===== src/rtl/timer_arb_pkg.sv =====
// Shared types and defaults for the timer arbiter slice.
// Optional abort-on-withdraw behaviour is enabled by defining TIMER_ARB_ABORT_EN.
package timer_arb_pkg;

  localparam int unsigned DEF_NUM_REQ = 4;
  localparam int unsigned DEF_WIDTH   = 8;

  typedef enum logic [1:0] {
    IDLE = 2'd0,
    LOAD = 2'd1,
    RUN  = 2'd2,
    DONE = 2'd3
  } state_t;

  // Index width for a requester vector; never narrower than one bit.
  function automatic int unsigned idx_width(input int unsigned n);
    return (n > 1) ? $clog2(n) : 1;
  endfunction

endpackage


===== src/rtl/rr_arbiter.sv =====
// Combinational round-robin pick: first set request at or after ptr, wrapping.
module rr_arbiter
  import timer_arb_pkg::*;
#(
  parameter  int unsigned NUM_REQ = DEF_NUM_REQ,
  localparam int unsigned IDX_W   = idx_width(NUM_REQ)
) (
  input  logic [NUM_REQ-1:0] req,
  input  logic [IDX_W-1:0]   ptr,
  output logic [NUM_REQ-1:0] grant,
  output logic [IDX_W-1:0]   idx,
  output logic               any
);

  int unsigned pos;

  always_comb begin
    grant = '0;
    idx   = '0;
    any   = 1'b0;
    pos   = 0;
    for (int unsigned k = 0; k < NUM_REQ; k++) begin
      pos = 32'(ptr) + k;
      if (pos >= NUM_REQ) pos = pos - NUM_REQ;
      if (!any && req[IDX_W'(pos)]) begin
        any                = 1'b1;
        idx                = IDX_W'(pos);
        grant[IDX_W'(pos)] = 1'b1;
      end
    end
  end

endmodule


===== src/rtl/timer_arbiter.sv =====
// Round-robin scheduler sharing one down-counting programmable_counter between requesters.
// Define TIMER_ARB_ABORT_EN to release the counter when the owner withdraws its request.
module timer_arbiter
  import timer_arb_pkg::*;
#(
  parameter int unsigned NUM_REQ = DEF_NUM_REQ,
  parameter int unsigned WIDTH   = DEF_WIDTH
) (
  input  logic                     clk,
  input  logic                     rst,
  input  logic [NUM_REQ-1:0]       req,
  input  logic [NUM_REQ*WIDTH-1:0] dur,
  output logic [NUM_REQ-1:0]       grant,
  output logic [NUM_REQ-1:0]       done,
  output logic                     busy,
  output logic                     cnt_load,
  output logic                     cnt_enable,
  output logic                     cnt_up_down,
  output logic [WIDTH-1:0]         cnt_load_value,
  output logic [WIDTH-1:0]         cnt_max_count,
  input  logic [WIDTH-1:0]         cnt_count,
  input  logic                     cnt_zero
);

  localparam int unsigned IDX_W = idx_width(NUM_REQ);

  state_t             state, next_state;
  logic [IDX_W-1:0]   g_q, g_next, g_inc;
  logic [IDX_W-1:0]   ptr_q, ptr_next;
  logic [IDX_W-1:0]   arb_idx;
  logic [NUM_REQ-1:0] arb_grant;
  logic               arb_any;
  logic [WIDTH-1:0]   dur_next;
  logic [WIDTH-1:0]   dur_arr [NUM_REQ];
  logic               abort;

  for (genvar i = 0; i < NUM_REQ; i++) begin : g_dur
    assign dur_arr[i] = dur[i*WIDTH +: WIDTH];
  end

  rr_arbiter #(.NUM_REQ(NUM_REQ)) u_rr (
    .req   (req),
    .ptr   (ptr_q),
    .grant (arb_grant),
    .idx   (arb_idx),
    .any   (arb_any)
  );

  assign cnt_up_down   = 1'b0;
  assign cnt_max_count = '1;
  assign g_inc         = (g_q == IDX_W'(NUM_REQ - 1)) ? '0 : g_q + IDX_W'(1);

`ifdef TIMER_ARB_ABORT_EN
  assign abort = ~req[g_q] && ((state == LOAD) || (state == RUN));
`else
  assign abort = 1'b0;
`endif

  // Next state; cnt_enable is combinational so the counter stops on the cycle zero is seen.
  always_comb begin
    next_state = state;
    g_next     = g_q;
    ptr_next   = ptr_q;
    dur_next   = cnt_load_value;
    cnt_enable = 1'b0;
    case (state)
      IDLE: begin
        if (arb_any) begin
          g_next     = arb_idx;
          dur_next   = dur_arr[arb_idx];
          next_state = LOAD;
        end
      end
      LOAD: begin
        if (abort) begin
          next_state = IDLE;
          ptr_next   = g_inc;
        end else begin
          next_state = RUN;
        end
      end
      RUN: begin
        if (abort) begin
          next_state = IDLE;
          ptr_next   = g_inc;
        end else if (cnt_zero) begin
          next_state = DONE;
        end else begin
          cnt_enable = 1'b1;
        end
      end
      DONE: begin
        next_state = IDLE;
        ptr_next   = g_inc;
      end
      default: next_state = IDLE;
    endcase
  end

  // State and registered outputs, all derived from the upcoming state.
  always_ff @(posedge clk) begin
    if (rst) begin
      state          <= IDLE;
      g_q            <= '0;
      ptr_q          <= '0;
      grant          <= '0;
      done           <= '0;
      busy           <= 1'b0;
      cnt_load       <= 1'b0;
      cnt_load_value <= '0;
    end else begin
      state          <= next_state;
      g_q            <= g_next;
      ptr_q          <= ptr_next;
      cnt_load_value <= dur_next;
      busy           <= (next_state != IDLE);
      cnt_load       <= (next_state == LOAD);
      grant          <= (next_state == IDLE) ? '0 : ((state == IDLE) ? arb_grant : grant);
      done           <= (next_state == DONE) ? grant : '0;
    end
  end

  a_count_bounded: assert property (@(posedge clk) disable iff (rst)
    (state == RUN) |-> (cnt_count <= cnt_load_value));

endmodule


===== config.mk =====
export PLATFORM = sky130hd
export DESIGN_NAME = timer_arbiter
export DESIGN_NICKNAME = d
export VERILOG_FILES = /design/src/rtl/timer_arb_pkg.sv /design/src/rtl/rr_arbiter.sv /design/src/rtl/timer_arbiter.sv
export SDC_FILE = /design/constraint.sdc
export NUM_CORES = 1
export LEC_CHECK = 0
export BUFFER_PORTS_ARGS = -buffer_cell sky130_fd_sc_hd__buf_4
export CAP_MARGIN = 0
export CORE_ASPECT_RATIO = 0.5
export CORE_MARGIN = 2
export CORE_UTILIZATION = 54
export DETAILED_ROUTE_END_ITERATION = 10
export PLACE_DENSITY = 0.87
export SETUP_SLACK_MARGIN = 0.3
export SLEW_MARGIN = 20
export SYNTH_ARGS = -nofsm -noshare
export SYNTH_HDL_FRONTEND = slang
export SYNTH_SLANG_ARGS = --single-unit

===== constraint.sdc =====
create_clock -name clk -period 5.79 [get_ports clk]
set_input_delay 0.579 -clock clk [delete_from_list [all_inputs] [get_ports clk]]
set_output_delay 0.579 -clock clk [all_outputs]
set_load 0.05 [all_outputs]

==> results_dict.tcl <==
set metrics [dict create \
    grt_pass1_vias 1947 \
    die_h_um 47.5 \
    core_mm2 0.00353 \
    cts_resized 0 \
    fin_crit_ps 3690 \
    fp-row-count 15 \
    mostFrequentLayoutCell "buf_4" \
    worstPathArrival_ps 3910 \
    skew_ps 4.16 \
    die_x_um 90.9 \
    setup_violations 0 \
    p_leak_nw 1.07 \
    dieArea_mm2 0.00431 \
    routed-via-count 2103 \
    startpoint "ptr_q[0]" \
    post-cts-setup-buffer-count 0 \
    hold_viol_final 0 \
    grt_overflow 0 \
    clkTransAtPathRegs_ps 90 \
    reg2reg_slack_ps 2100 \
    fillCellCount 299 \
    hp-class "reg -> reg" \
    track_usage_pct 25.8 \
    port_buffers 57 \
    ys_seq_elements 24 \
    synth_area_mm2 0.00204 \
    cts_buffers 3 \
    clock_sinks 24 \
    synth_flop_cell "dfxtp_1" \
    vias_per_cell 6.24 \
    slew_violations 0 \
    avgSynthCellArea_um2 8.46 \
    criticalPathCategory "reg -> reg" \
    drc 0 \
    first_iter_violations 196 \
    fin_tns_setup_ps 0 \
    fin_cells 337 \
    rsz0062_at_grt "no" \
    gp_congestion 0.842 \
    cap_viol_max_count 0 \
    drive_gt1_share_pct 26.6 \
    ys_async_sr_fraction_pct 0 \
    htree_levels 1 \
    synthDistinctLibCells 56 \
    hold_buffers 0 \
    clk_latency_ps 270 \
    nNetsFinal 346 \
    p_per_area_mw_per_mm2 447 \
    ant_nets 0 \
    root_buffer "clkbuf_8" \
    max_freq_mhz 271 \
    grt_max_degree 30 \
    cts_buffer_depth 2 \
    antenna_found_initial 0 \
    tightest_slew_ps 1080 \
    wl_um 5580 \
    reg2reg_depth 10 \
    min-delay-start "grant[1]" \
    critPathRequiredTime_ps 6010 \
    synth_cells 241 \
    max_slew_margin_pct 27.2 \
    irDropWorstVdd_mv 0.206 \
    dpl.hpwl_um 4040 \
    hold_path_end "done[1]" \
    cp_max_fo 29 \
    syn2layout_area_growth_pct 21.7 \
    layout_common_cells "buf_4, dfxtp_1, nor2_1, a22oi_1" \
    ios 75 \
    cts_tree "yes" \
    start_util_pct 57.8 \
    drt-wirelength-per-cell_um 16.5 \
    post-route-period-util_pct 63.8 \
    place_inst 333 \
    critPathLaunchType "register" \
    drtPass1Iterations 5 \
    ys_seq_area_share_pct 23.6 \
    grt_pass1_wl_um 8800 \
    status "completed" \
    synth_warnings 0 \
    hold_path_depth 1 \
    timing.rr.end "cnt_load_value[6]" \
    worst_setup_path_end_kind "register" \
    synth_edf_count 0 \
    r2r_start "ptr_q[0]" \
    diodes 0 \
]
==> logic make-up (layout without fill, tap and decap cells) <==
kind of cell	after synthesis	after routing	synth area share, %
adder cells (fa/ha/maj)	12	12	7.36
flip-flops	24	24	23.6
AND/OR/NAND/NOR	65	65	17.0
other	2	9	0.368
multiplexers	13	13	8.16
buffers and inverters	36	74	10.0
AO/OA/AOI/OAI	89	89	33.6
==> power by group <==
part | leakage, nW | internal [W] | total (W) | switching (W)
combinational | 0.832 | 0.000242 | 0.000697 | 0.000455
sequential | 0.197 | 0.000226 | 0.000264 | 0.0000382
clock | 0.0357 | 0.0000924 | 0.000148 | 0.0000552
total | 1.07 | 0.000560 | 0.00111 | 0.000548
==> critical path, stage by stage (launching register included) <==
cell	delay, ps
dfxtp_1	320
buf_4	320
inv_1	320
ha_1	590
mux4_2	460
nor2b_1	380
buf_4	310
nor2_4	100
mux2i_1	160
a2111oi_0	510
a221o_1	180
==> routing by layer <==
metal  GRT usage [%]  vias up  share of wire [%]
li1                -      991                  -
met1            31.5     1004                 42
met2            49.6      100                 50
met3            5.67        8                7.4
met4            5.76        0               0.95
met5               0        -                  0
==> worst max path at each step <==
| stage | slack, ps | endpoint | cells after the start |
|---|---|---|---|
| after floorplan | 2950 | cnt_load_value[6] | 11 |
| after global placement | 2400 | cnt_load_value[6] | 10 |
| after detailed placement | 2320 | cnt_load_value[6] | 10 |
| after CTS | 2220 | cnt_load_value[6] | 10 |
| after global routing | 1890 | cnt_load_value[6] | 10 |
| final | 2100 | cnt_load_value[6] | 10 |
==> cell type report <==
type / count / area [um2] / area share [%]
Tap cell: 51 / 63.8 / 2.57
Inverter: 11 / 41.3 / 1.66
Sequential cell: 24 / 480 / 19.4
Timing Repair Buffer: 59 / 443 / 17.9
Clock buffer: 3 / 41.3 / 1.66
Clock inverter: 1 / 30.0 / 1.21
Multi-Input combinational cell: 188 / 1380 / 55.7
==> state kept, by name, summed over array words and instances (netlist names) <==
| name | count |
|---|---|
| ptr_q | 2 |
| cnt_load | 1 |
| cnt_load_value | 8 |
| done | 4 |
| grant | 4 |
| busy | 1 |
| g_q | 2 |
| state | 2 |
==> cells in the mapped netlist, types with 8 or more instances <==
cell      count  share of area, %
buf_4         9               3.3
a22o_1       11               4.7
a22oi_1      18               6.6
nor2_1       18               3.3
clkbuf_1      8               1.5
a21oi_1       9               2.2
o211ai_1     12               4.4
inv_1        11               2.0
nand2_1      11               2.0
nand3_1       8               2.0
ha_1         12               7.4
dfxtp_1      24                24
==> stage by stage <==
stage                     total power, W  hold WS [ps]  util [%]  cell area, um2  setup WS, ps
after floorplan                 0.000779           459         -            2070          2950
after global placement          0.000928           480      68.3            2410          2400
after detailed placement        0.000952           486      68.3            2410          2320
after CTS                        0.00110           501      70.3            2480          2220
after global routing             0.00117           520      70.3            2480          1890
final                            0.00111           500      70.3            2480          2100
Note: power is estimated with default switching activity, not from simulation.
